<file path="config.mk">
export PLATFORM = sky130hd
export DESIGN_NAME = wait_time_calc
export DESIGN_NICKNAME = d
export VERILOG_FILES = /design/src/rtl/sbqm_pkg.sv /design/src/rtl/wt_div_core.sv /design/src/rtl/wait_time_calc.sv
export SDC_FILE = /design/constraint.sdc
export NUM_CORES = 1
export LEC_CHECK = 0
export CORE_MARGIN = 5
export CORE_UTILIZATION = 40
export DETAILED_ROUTE_END_ITERATION = 7
export PLACE_DENSITY = 0.58
export SETUP_SLACK_MARGIN = 0.1
export SLEW_MARGIN = 20
export SYNTH_ARGS = -nofsm -noshare
export SYNTH_HDL_FRONTEND = slang
export SYNTH_SLANG_ARGS = --single-unit
export TNS_END_PERCENT = 100
</file>
<file path="constraint.sdc">
create_clock -name clk_i -period 4 [get_ports clk_i]
set_clock_uncertainty 0.1 [all_clocks]
set_input_delay 1 -clock clk_i [delete_from_list [all_inputs] [get_ports clk_i]]
set_output_delay 1 -clock clk_i [all_outputs]
set_load 0.01 [all_outputs]
</file>
<file path="src/rtl/sbqm_pkg.sv">
// Shared types and helpers for the bank-queue wait-time calculator.
//   wt_state_t : control FSM states (IDLE, CALC, DONE)
//   wt_num_w   : numerator width that holds SVC_TIME*(pcount+tcount-1)
//                without overflow for the given port widths.
package sbqm_pkg;

    typedef enum logic [1:0] {
        IDLE = 2'd0,
        CALC = 2'd1,
        DONE = 2'd2
    } wt_state_t;

    function automatic int wt_num_w(input int p_w, input int t_w, input int svc_time);
        int m;
        m = (p_w > t_w) ? p_w : t_w;
        return m + 1 + $clog2(svc_time + 1);
    endfunction

endpackage

</file>
<file path="src/rtl/wt_div_core.sv">
// Iterative restoring divider, one quotient bit per clock, MSB first.
//   clk_i   : clock, rising edge
//   rst_i   : synchronous active-high reset, aborts a running division
//   start_i : load num_i/div_i and begin NUM_W iterations
//   num_i   : dividend (NUM_W bits)
//   div_i   : divisor (T_W bits, caller guarantees non-zero)
//   done_o  : high in the cycle whose edge retires the final quotient bit
//   quot_o  : full quotient, valid while done_o is high
module wt_div_core #(
    parameter int NUM_W = 6,
    parameter int T_W   = 2
) (
    input  logic             clk_i,
    input  logic             rst_i,
    input  logic             start_i,
    input  logic [NUM_W-1:0] num_i,
    input  logic [T_W-1:0]   div_i,
    output logic             done_o,
    output logic [NUM_W-1:0] quot_o
);

    localparam int CNT_W = $clog2(NUM_W + 1);

    logic             busy_q, busy_d;
    logic [CNT_W-1:0] cnt_q, cnt_d;
    logic [NUM_W-1:0] num_q, num_d;
    logic [T_W-1:0]   rem_q, rem_d;
    logic [T_W-1:0]   div_q, div_d;
    logic [T_W:0]     shift_s;
    logic [T_W:0]     diff_s;
    logic             qbit_s;

    // One restoring step plus load/hold of the iteration state.
    // num_q doubles as dividend shifter and quotient accumulator.
    always_comb begin
        shift_s = {rem_q, num_q[NUM_W-1]};
        diff_s  = shift_s - {1'b0, div_q};
        qbit_s  = (shift_s >= {1'b0, div_q});
        busy_d  = busy_q;
        cnt_d   = cnt_q;
        num_d   = num_q;
        rem_d   = rem_q;
        div_d   = div_q;
        if (start_i) begin
            busy_d = 1'b1;
            cnt_d  = CNT_W'(NUM_W);
            num_d  = num_i;
            rem_d  = '0;
            div_d  = div_i;
        end else if (busy_q) begin
            num_d  = {num_q[NUM_W-2:0], qbit_s};
            // A kept remainder is always below the divisor, so T_W bits suffice.
            rem_d  = T_W'(qbit_s ? diff_s : shift_s);
            cnt_d  = cnt_q - CNT_W'(1);
            busy_d = (cnt_q != CNT_W'(1));
        end else begin
            busy_d = 1'b0;
        end
    end

    // Iteration state registers.
    always_ff @(posedge clk_i) begin
        if (rst_i) begin
            busy_q <= 1'b0;
            cnt_q  <= '0;
            num_q  <= '0;
            rem_q  <= '0;
            div_q  <= '0;
        end else begin
            busy_q <= busy_d;
            cnt_q  <= cnt_d;
            num_q  <= num_d;
            rem_q  <= rem_d;
            div_q  <= div_d;
        end
    end

    assign done_o = busy_q && (cnt_q == CNT_W'(1));
    // Includes the bit being decided this cycle so the caller can register it.
    assign quot_o = {num_q[NUM_W-2:0], qbit_s};

endmodule

</file>
<file path="src/rtl/wait_time_calc.sv">
// Estimated bank-queue wait: floor(SVC_TIME*(pcount+tcount-1)/tcount),
// saturating to 2**W_W-1, with valid/ready handshakes on both sides.
//   clk_i       : clock, rising edge
//   rst_i       : synchronous active-high reset
//   in_valid_i  : pcount_i/tcount_i valid
//   in_ready_o  : request accepted (IDLE only)
//   pcount_i    : people in queue
//   tcount_i    : active tellers
//   out_valid_o : result valid, held until out_ready_i
//   out_ready_i : consumer accepts result
//   wtime_o     : estimated wait time
//   err_o       : accepted request had tcount==0
//   sat_o       : true quotient exceeded 2**W_W-1
module wait_time_calc
    import sbqm_pkg::*;
#(
    parameter int P_W      = 3,
    parameter int T_W      = 2,
    parameter int SVC_TIME = 3,
    parameter int W_W      = 5
) (
    input  logic           clk_i,
    input  logic           rst_i,
    input  logic           in_valid_i,
    output logic           in_ready_o,
    input  logic [P_W-1:0] pcount_i,
    input  logic [T_W-1:0] tcount_i,
    output logic           out_valid_o,
    input  logic           out_ready_i,
    output logic [W_W-1:0] wtime_o,
    output logic           err_o,
    output logic           sat_o
);

    localparam int NUM_W = wt_num_w(P_W, T_W, SVC_TIME);
    localparam int Q_W   = NUM_W + W_W;
    localparam logic [W_W-1:0] W_MAX = '1;

    wt_state_t        state_q, state_d;
    logic [W_W-1:0]   wtime_q, wtime_d;
    logic             err_q, err_d;
    logic             sat_q, sat_d;
    logic             accept_s;
    logic             special_s;
    logic             start_s;
    logic [NUM_W-1:0] sum_s;
    logic [NUM_W-1:0] num_s;
    logic             div_done_s;
    logic [NUM_W-1:0] quot_s;
    logic [Q_W-1:0]   quot_ext_s;
    logic             over_s;

    assign accept_s   = (state_q == IDLE) && in_valid_i;
    assign special_s  = (tcount_i == '0) || (pcount_i == '0);
    assign start_s    = accept_s && !special_s;
    // pcount>=1 whenever the divider is started, so the -1 never wraps.
    assign sum_s      = NUM_W'(pcount_i) + NUM_W'(tcount_i) - NUM_W'(1);
    assign num_s      = sum_s * NUM_W'(SVC_TIME);
    assign quot_ext_s = Q_W'(quot_s);
    assign over_s     = quot_ext_s > Q_W'(W_MAX);

    wt_div_core #(
        .NUM_W (NUM_W),
        .T_W   (T_W)
    ) u_div (
        .clk_i   (clk_i),
        .rst_i   (rst_i),
        .start_i (start_s),
        .num_i   (num_s),
        .div_i   (tcount_i),
        .done_o  (div_done_s),
        .quot_o  (quot_s)
    );

    // FSM state register.
    always_ff @(posedge clk_i) begin
        if (rst_i) begin
            state_q <= IDLE;
        end else begin
            state_q <= state_d;
        end
    end

    // FSM next-state logic; special cases skip the divider entirely.
    always_comb begin
        state_d = state_q;
        case (state_q)
            IDLE: begin
                if (in_valid_i) begin
                    state_d = special_s ? DONE : CALC;
                end else begin
                    state_d = IDLE;
                end
            end
            CALC: begin
                if (div_done_s) begin
                    state_d = DONE;
                end else begin
                    state_d = CALC;
                end
            end
            DONE: begin
                if (out_ready_i) begin
                    state_d = IDLE;
                end else begin
                    state_d = DONE;
                end
            end
            default: state_d = IDLE;
        endcase
    end

    // Result next-value; results only change when entering DONE.
    always_comb begin
        wtime_d = wtime_q;
        err_d   = err_q;
        sat_d   = sat_q;
        if (accept_s && (tcount_i == '0)) begin
            wtime_d = W_MAX;
            err_d   = 1'b1;
            sat_d   = 1'b0;
        end else if (accept_s && (pcount_i == '0)) begin
            wtime_d = '0;
            err_d   = 1'b0;
            sat_d   = 1'b0;
        end else if ((state_q == CALC) && div_done_s) begin
            wtime_d = over_s ? W_MAX : quot_ext_s[W_W-1:0];
            err_d   = 1'b0;
            sat_d   = over_s;
        end else begin
            wtime_d = wtime_q;
        end
    end

    // Result registers.
    always_ff @(posedge clk_i) begin
        if (rst_i) begin
            wtime_q <= '0;
            err_q   <= 1'b0;
            sat_q   <= 1'b0;
        end else begin
            wtime_q <= wtime_d;
            err_q   <= err_d;
            sat_q   <= sat_d;
        end
    end

    // FSM output decode.
    always_comb begin
        in_ready_o  = 1'b0;
        out_valid_o = 1'b0;
        case (state_q)
            IDLE:    in_ready_o  = 1'b1;
            DONE:    out_valid_o = 1'b1;
            default: begin
                in_ready_o  = 1'b0;
                out_valid_o = 1'b0;
            end
        endcase
    end

    assign wtime_o = wtime_q;
    assign err_o   = err_q;
    assign sat_o   = sat_q;

endmodule

</file>
Word-level counts from Yosys, hierarchy flattened:

Cells that the tools add are included.
Widths: inputs -> output; s select.

* bits in registers: 23
* output and inout port bits: 9
* logic and storage cells: 57

* add/sub/neg operators: 4
* multiply operators: 1
* magnitude comparators: 2
* equal/unequal tests: 4
* mux-type cells: 21
* reductions and logical operators: 15

Operators by type and width (count)
* $mux 5: 4
* $mux 6: 2
* $mux 2: 5
* $mux 1: 7
* $gt 6x5->1 const B: 1
* $logic_and 1x1->1: 6
* $mul 6x2->6 const B: 1
* $mux 3: 2
* $pmux 2 s3: 1
* $sub 4x1->5 const B: 1
* $add 3x2->4: 1
* $logic_not 2->1: 2
* $eq 3x1->1 const B: 1
* $ge 3x2->1: 1
* $logic_not 3->1: 1
* $ne 3x1->1 const B: 1
* $reduce_bool 3->1: 1
* $reduce_or 3->1: 1
* $sub 3x1->3 const B: 1
* $eq 2x1->1 const B: 1
* $eq 2x2->1 const B: 1
* $reduce_bool 2->1: 1
* $reduce_or 2->1: 1
* $sub 2x2->2: 1
* 2 further kinds: 2

Logic depth before layout (Yosys ltp):

Gate-level depths: netlist of the first run.

* depth in word-level cells: 6
* gate-level depth with buffers: 11
* gate-level depth less buffers: 11

Modules after synthesis:

From an unflattened synthesis of the first run, not the netlist that was laid out.

* cell total of the unflattened synthesis: 179
* area total of the unflattened synthesis: 1517.7 um^2

By module, submodules not included
* wait_time_calc: times used 1, cells an instance 87, area each 759.5 um^2
* wt_div_core: times used 1, cells an instance 92, area each 758.2 um^2

Worst setup path before layout of the first run:

No wires, ideal clock.

* path type: in2reg
* start point: input pcount_i[1]
* end point: register u_div.num_q[4]
* setup time: 0.086 ns
* arrival time: 3.009 ns
* slack: 0.805 ns
* stages on the path: 11
* buffers on the path: 0
* path through: inv_1 -> ha_1 -> inv_1 -> ha_1 -> fa_1 -> inv_1 -> ha_1 -> a21o_1 -> a21oi_1 -> xor2_1 -> a211oi_1

* word-level cells in the longest chain between the ends: 5
* elaborated cells between the ends (all ways): 9

Ends and longest elaborated chain
* start: declaration: RTL line wait_time_calc.sv:26 `input logic [P_W-1:0] pcount_i,`
* branches (longest 5 deep; another with $mul 6x2->6)
* end signal: assignment: RTL line wt_div_core.sv:72 `num_q <= num_d;`
* end: declaration: RTL line wt_div_core.sv:26 `logic [NUM_W-1:0] num_q, num_d;`

Several ways; the timed one is not identified.
A chain may end at the register's enable or synchronous reset.

Worst setup path in the final report of the first run:

* start point: input tcount_i[1]
* end point: register u_div.num_q[4]

* word-level cells in the longest chain between the ends: 5
* elaborated cells between the ends (all ways): 9

Ends and longest elaborated chain
* start: declaration: RTL line wait_time_calc.sv:27 `input logic [T_W-1:0] tcount_i,`
* branches (longest 5 deep; another with $mul 6x2->6)

Several ways; the timed one is not identified.

==> results.tsv, run 1 <==
stage	metric	value	unit
min_path	Worst Hold Launch	u_div.div_q[1]	
timing	period utilization	0.880	
routing	DRT antenna net count	0	
synth	Post-Syn Instances	160	
clocking	post-CTS setup buffers	0	
min_path	Hold EP	u_div.div_q[1]	
global_route	initial antenna violation count	0	
critical_path	Critical Path Start Type	input pin	
routing	First-pass DRT Iterations	4	
finish	fillers	328	
timing	Rel. slew slack	0.536	
routing	initial DRC count	52	
min_path	Hold Crit Depth	2	
critical_path	critical path capture point type	flop	
place	RePlAce Congestion	0.805	
power_and_ir_drop	clock power share	0.199	
routing	Wirelength per Cell	12.2	um
clocking	CTS Sinks	23	
synth	Post-Syn Area	1420	um^2
power_and_ir_drop	internal power	368	uW
synth	Synth cell types	42	
critical_path	R2R depth	6	
timing	Peak Freq	0.284	GHz
routing	vias	1102	
synth	Yosys warnings	0	
critical_path	worst path required time	4.07	ns
power_and_ir_drop	register share of total power	0.505	
synth	FFs w/ async S/R, synth	0	
synth	Seq cells post-synth	23	
power_and_ir_drop	Comb pwr share	0.296	
critical_path	CP Buf/Inv Count	4	
finish	commonest non-fill, non-tap cell in the layout	dfxtp_1	
clocking	worst skew pair latency	0.31	ns
timing	final hold vios	0	
power_and_ir_drop	PD cells	328	nW/um^2
timing	Tmin final	3.52	ns
synth	Synth Net Count	185	
synth	Seq/Total Area, Yosys	0.324	
floorplan	# rows	21	
clocking	clock-pin slew on the worst setup and hold paths	0.12	ns
clocking	cts repair resizes	0	
critical_path	Top delay family on crit path	adder cells	
routing	Routed WL	2690	um
floorplan	Die H	69.6	um
critical_path	Worst Path Max Fanout	3	
timing	Worst Max-Slew Pin Slew	0.692	ns
timing	unrepaired setup endpoints after global routing	no	
floorplan	core region area	3390	um^2
global_route	total track usage	0.120	
floorplan	I/O pins	18	
critical_path	worst path cell trace	clkdlybuf4s50_1 -> inv_1 -> ha_1 -> inv_1 -> ha_1 -> fa_1 -> inv_1 -> ha_1 -> a21o_1 -> a21oi_1 -> xor2_1 -> a211oi_1	
synth	synth top area cells	dfxtp_1 32%, ha_1 11%, a21oi_1 4.9%	
synth	ys flop type	dfxtp_1	
clocking	H-tree levels	1	
global_route	global-route wire length before repair	4870	um
power_and_ir_drop	Sw Ratio	0.316	
routing	vias per cell	4.99	
power_and_ir_drop	static leakage	0.000650	uW
floorplan	initial core utilization	0.419	
critical_path	Largest stage delay, worst path	0.55	ns
critical_path	R2R Path End	u_div.rem_q[1]	
timing	TNS Setup	0	ns
synth	mean area per synthesized cell	8.88	um^2
power_and_ir_drop	Peak VDD IR	0.000116	V
synth	cell accounting for the most synthesized area	dfxtp_1	
clocking	total CTS buffers	3	
place	I/O Buffers	17	
place	dpl hpwl	2130	um
min_path	worst hold path class	reg -> reg	
power_and_ir_drop	Pwr Total	538	uW
global_route	gr ovfl total	0	
finish	commonest non-fill, non-tap cells in the layout	23 x dfxtp_1, 18 x inv_1, 17 x clkdlybuf4s50_1	
clocking	Clock Tree Buf Depth	2	
clocking	CTS Root Cell	clkbuf_4	
finish	Area Growth Syn to Fin	15.7	%
critical_path	critical path type	in -> reg	
global_route	largest net degree at the start of global routing	25	
synth	EDFF count, synth	0	
global_route	vias in the first global route	1098	
clocking	CTS tree	yes	
critical_path	reg-to-reg slack, setup	1.97	ns
critical_path	CP arrival	3.59	ns
power_and_ir_drop	Sw Pwr	170	uW
floorplan	Die W	69.6	um
timing	Final setup viols	0	
critical_path	R2R Path Start	u_div.num_q[5]	
job	max_cap viols	0	
finish	share of layout cells above drive strength 1	0.0800	
finish	# diodes	0	
critical_path	Slowest-stage cell, CP	fa_1	
finish	Final nets	201	
run_status	outcome	complete, no violations	
clocking	CTS hold repair buffers	0	
synth	post-synth top area share	0.324	
floorplan	die area	4840	um^2
timing	Slew Viols, Final	0	
routing	DRC	0	
-- worst max-delay path by stage --
stage                     endpoint  cells after the start        start  slack, ns
floorplan           u_div.num_q[4]                     11  pcount_i[1]       0.80
global placement    u_div.num_q[4]                     12  tcount_i[1]       0.22
detailed placement  u_div.num_q[4]                     12  tcount_i[1]       0.14
CTS                 u_div.num_q[4]                     12  tcount_i[1]       0.47
global route        u_div.num_q[4]                     12  tcount_i[1]       0.29
finish              u_div.num_q[4]                     12  tcount_i[1]       0.48
-- synth_stat cells (2+ instances only) --
cell type	instances
dfxtp_1	23
inv_1	18
a21oi_1	14
ha_1	13
nand2_1	11
nor2_1	10
nand3_1	5
a211oi_1	4
mux2i_1	4
nand2b_1	4
nor2b_1	4
nor3_1	4
o211ai_1	4
xnor2_1	4
a211oi_2	3
fa_1	3
a21o_1	2
and3b_1	2
buf_2	2
clkbuf_1	2
o21ai_0	2
xor2_1	2
-- cells by family (layout without fill, tap and decap cells) --
group,after synthesis,in the layout,synth area share
AOI/OAI and AO/OA,37,37,0.186
xor gates and xnor gates,6,6,0.0370
adders and majority gates,16,16,0.157
buffers and inverters,25,40,0.0758
DFF,23,23,0.324
muxes,5,5,0.0361
and+or+nand+nor,48,48,0.184
-- worst min-delay path, stage by stage (launching register included) --
cell     delay [ns]
dfxtp_1        0.33
nand2_1        0.05
a21oi_1        0.05
-- sequential cells by signal, summed over array words and instances (netlist names) --
name          flops
err_o             1
u_div.num_q       6
u_div.busy_q      1
u_div.rem_q       2
wtime_o           5
u_div.cnt_q       3
state_q           2
sat_o             1
u_div.div_q       2
-- power groups by stage --
stage          logic (uW)  clock network (uW)  registers (uW)
2_1_floorplan         124                   0             269
3_3_place_gp          157                   0             276
3_5_place_dp          160                   0             278
4_1_cts               162                 113             272
5_1_grt               182                 120             276
6_report              159                 107             272
-- final cells by class --
class	count	area (um^2)	area share
Tap cell	46	57.6	0.0350
Multi-Input combinational cell	112	852	0.519
Inverter	18	67.6	0.0411
Clock inverter	1	5.00	0.00305
Clock buffer	3	22.5	0.0137
Timing Repair Buffer	18	178	0.108
Sequential cell	23	460	0.280
-- stage by stage --
step	setup slack, ns	area (um^2)	cells	utilization	hold slack [ns]
5_1_grt	0.285	1640	221	0.485	0.395
6_report	0.478	1640	221	0.485	0.372
2_1_floorplan	0.805	1420	160	-	0.336
3_5_place_dp	0.142	1620	217	0.477	0.356
3_3_place_gp	0.218	1620	217	0.477	0.350
4_1_cts	0.471	1640	221	0.485	0.374
-- per-layer routing --
metal | part of all wire | wire length [um] | global-route usage
met5 | 0 | 0 | 0
met4 | 0.013 | 34 | 0.0521
met3 | 0.014 | 37 | 0.0101
met2 | 0.48 | 1280 | 0.201
met1 | 0.50 | 1330 | 0.155
Note: power is estimated with default switching activity, not from simulation.
==> run 2, diff against run 1 <==
Settings changed: CAP_MARGIN set to 20.
==> results of run 2 <==
The final DEF is identical to that of run 1; final timing and power are the same.
==> run 3, diff against run 2 <==
Settings changed: SKIP_CTS_REPAIR_TIMING set to 1, SLEW_MARGIN 20 to 30.
==> results of run 3 <==
The final DEF is identical to that of run 1; final timing and power are the same.
==> patch, RTL diff (settings of run 3) <==
Encoding of `wt_state_t`: now one-hot (3 bits for 3 states).
--- a/src/rtl/sbqm_pkg.sv
+++ b/src/rtl/sbqm_pkg.sv
@@ -4,10 +4,10 @@
 //                without overflow for the given port widths.
 package sbqm_pkg;
 
-    typedef enum logic [1:0] {
-        IDLE = 2'd0,
-        CALC = 2'd1,
-        DONE = 2'd2
+    typedef enum logic [2:0] {
+        IDLE = 3'b001,
+        CALC = 3'b010,
+        DONE = 3'b100
     } wt_state_t;
 
     function automatic int wt_num_w(input int p_w, input int t_w, input int svc_time);
Check against the original RTL: no difference found for any inputs over 10 cycles, from zero or initial values and one cycle with rst_i high; not proved beyond that.
==> patch against run 3 <==
  * Fmax decreased by 4.0%
  * Power is 9.6% higher
  * Hold slack worse by 0.0086 ns
  * Sequential cell count up 1
  * Global-route usage increased by 1.5 points
  * Register-to-register slack improved by 0.03 ns
  * Synthesized area up 3.3%
  * Setup slack lost 0.15 ns
  * Non-clock buffer count did not move
  * Routed wire length increased by 13%
  * Design area up 3.6%
  * Highest routed layer unchanged
==> patch: results (changes against run 3) <==
{| class="wikitable"
! Metric !! Value
|-
| Antenna diode count || 0 (unchanged)
|-
| Sequential area share after synthesis || 32.8% (+0.34 points)
|-
| Number of nets in the final layout || 209 (+4.0%)
|-
| Net Sw Power || 0.000182 W (+7.0%)
|-
| Number of placed instances, taps included || 227 (+4.6%)
|-
| Rel. slew slack || 40.4% (-13 points)
|-
| Post-synth cell types || 36 (-14%)
|-
| Total wirelength of the detailed-routed design || 3040 um (+13%)
|-
| HPWL Detailed || 2360 um (+11%)
|-
| Flip-flop count of the largest register after layout || 6 (unchanged)
|-
| Data arrival time of the critical path || 3.74 ns (+0.15 ns)
|-
| Post-placement setup slack || 0.0312 ns (-0.111 ns)
|-
| Longest Clk Path Bufs || 2 (unchanged)
|-
| Detailed-routing iteration count for the pre-antenna-repair pass || 4 (unchanged)
|-
| Number of global-route vias before repair || 1241 (+13%)
|-
| Outcome || completed
|-
| Peak per-stage delay on the critical path || 0.55 ns (about the same)
|-
| Via-to-Cell Ratio || 5.23 (+4.8%)
|-
| 1st-iter DRT viols || 65 (+25%)
|-
| Number of nets in the synthesized netlist || 193 (+4.3%)
|-
| Flop pwr share || 47.8% (-2.7 points)
|-
| Clk root buf || clkbuf_8
|-
| Number of H-tree levels || 1 (unchanged)
|-
| Min-delay worst type || register to register
|-
| Global-route wire length before repair || 5450 um (+12%)
|-
| Static leakage || 0.712 nW (+9.5%)
|-
| Clock latency on the worst-skew pair || 0.26 ns (-0.05 ns)
|-
| Total CTS buffers || 3 (unchanged)
|-
| Synth Warn # || 0 (unchanged)
|-
| Power drawn by the combinational cells || 0.000167 W (+5%)
|-
| Post-synthesis instance total || 168 (+5.0%)
|-
| Worst supply voltage drop on vdd || 0.000125 V (+8.4%)
|-
| Net switching share of the total power || 30.8% (-0.77 points)
|-
| Number of buffers inserted by port buffering || 17 (unchanged)
|-
| Commonest cells post-synth || dfxtp_1, inv_1, ha_1
|-
| Clk slew on worst S/H paths || 0.08 ns (-0.04 ns)
|-
| Routed WL per cell || 13.2 um (+8.7%)
|-
| Final Hold Vio Count || 0 (unchanged)
|-
| Crit-path max FO || 4 (+1)
|-
| Placer Congestion || 0.771 (-4.3%)
|-
| Share of flip-flops with an asynchronous set or reset || 0% (unchanged)
|-
| Fraction of final layout cells sized beyond drive strength 1 || 5.49% (-2.5 points)
|-
| Leading cell types by total area after synthesis || dfxtp_1, ha_1, inv_1
|-
| Overall routing resource usage || 13.4% (+1.5 points)
|-
| Slowest library cell on the worst path || fa_1
|-
| Initial antenna violation count || 0 (unchanged)
|}
==> patch: cell type report <==
type	count	area, um2
Inverter	20	75.1
Timing Repair Buffer	18	178
Fill cell	369	1900
Sequential cell	24	480
Clock buffer	3	41.3
Tap cell	48	60.1
Multi-Input combinational cell	117	867
==> patch: metal layers <==
metal  wire length [um]  vias to the layer above  GRT usage (%)
met3                143                        5           2.13
met1               1340                      546           16.0
met2               1480                       32           23.3
met5                  0                        -              0
li1                   -                      619              -
met4                 70                        0           6.68
==> patch: cell families (layout without fill, tap and decap cells) <==
family	after synthesis	count (layout)	synth area share [%]
muxes	4	4	2.82
adders and majority gates	16	16	15.2
buffers and inverters	27	41	8.11
AOI/OAI and AO/OA	44	44	19.5
DFF	24	24	32.8
and+or+nand+nor	48	48	18.7
xor gates and xnor gates	5	5	2.99
==> patch: worst paths after layout <==
| path | slack [ns] | startpoint | end | depth (start not counted) |
|---|---|---|---|---|
| max | 0.33 | tcount_i[1] | u_div.num_q[4]$_SDFFE_PP0P_ | 12 |
| min | 0.36 | u_div.div_q[1]$_SDFFE_PP0P_ | u_div.div_q[1]$_SDFFE_PP0P_ | 2 |
| max reg2reg | 2.00 | u_div.busy_q$_SDFF_PP0_ | wtime_o[0]$_SDFFE_PP0P_ | 4 |
| min reg2reg | 0.36 | u_div.div_q[1]$_SDFFE_PP0P_ | u_div.div_q[1]$_SDFFE_PP0P_ | 2 |
==> patch: through the flow <==
step,util [%],instance area [um2]
2_1_floorplan,-,1470
3_3_place_gp,46.0,1660
3_5_place_dp,46.0,1660
4_1_cts,47.2,1700
5_1_grt,47.2,1700
6_report,47.2,1700
==> patch: worst register-to-register path, delay by kind of cell, from the launching register on <==
kind,cells,cell delay [ns]
flip-flops,1,0.74
AO/OA/AOI/OAI,2,0.35
AND/OR/NAND/NOR,2,0.73
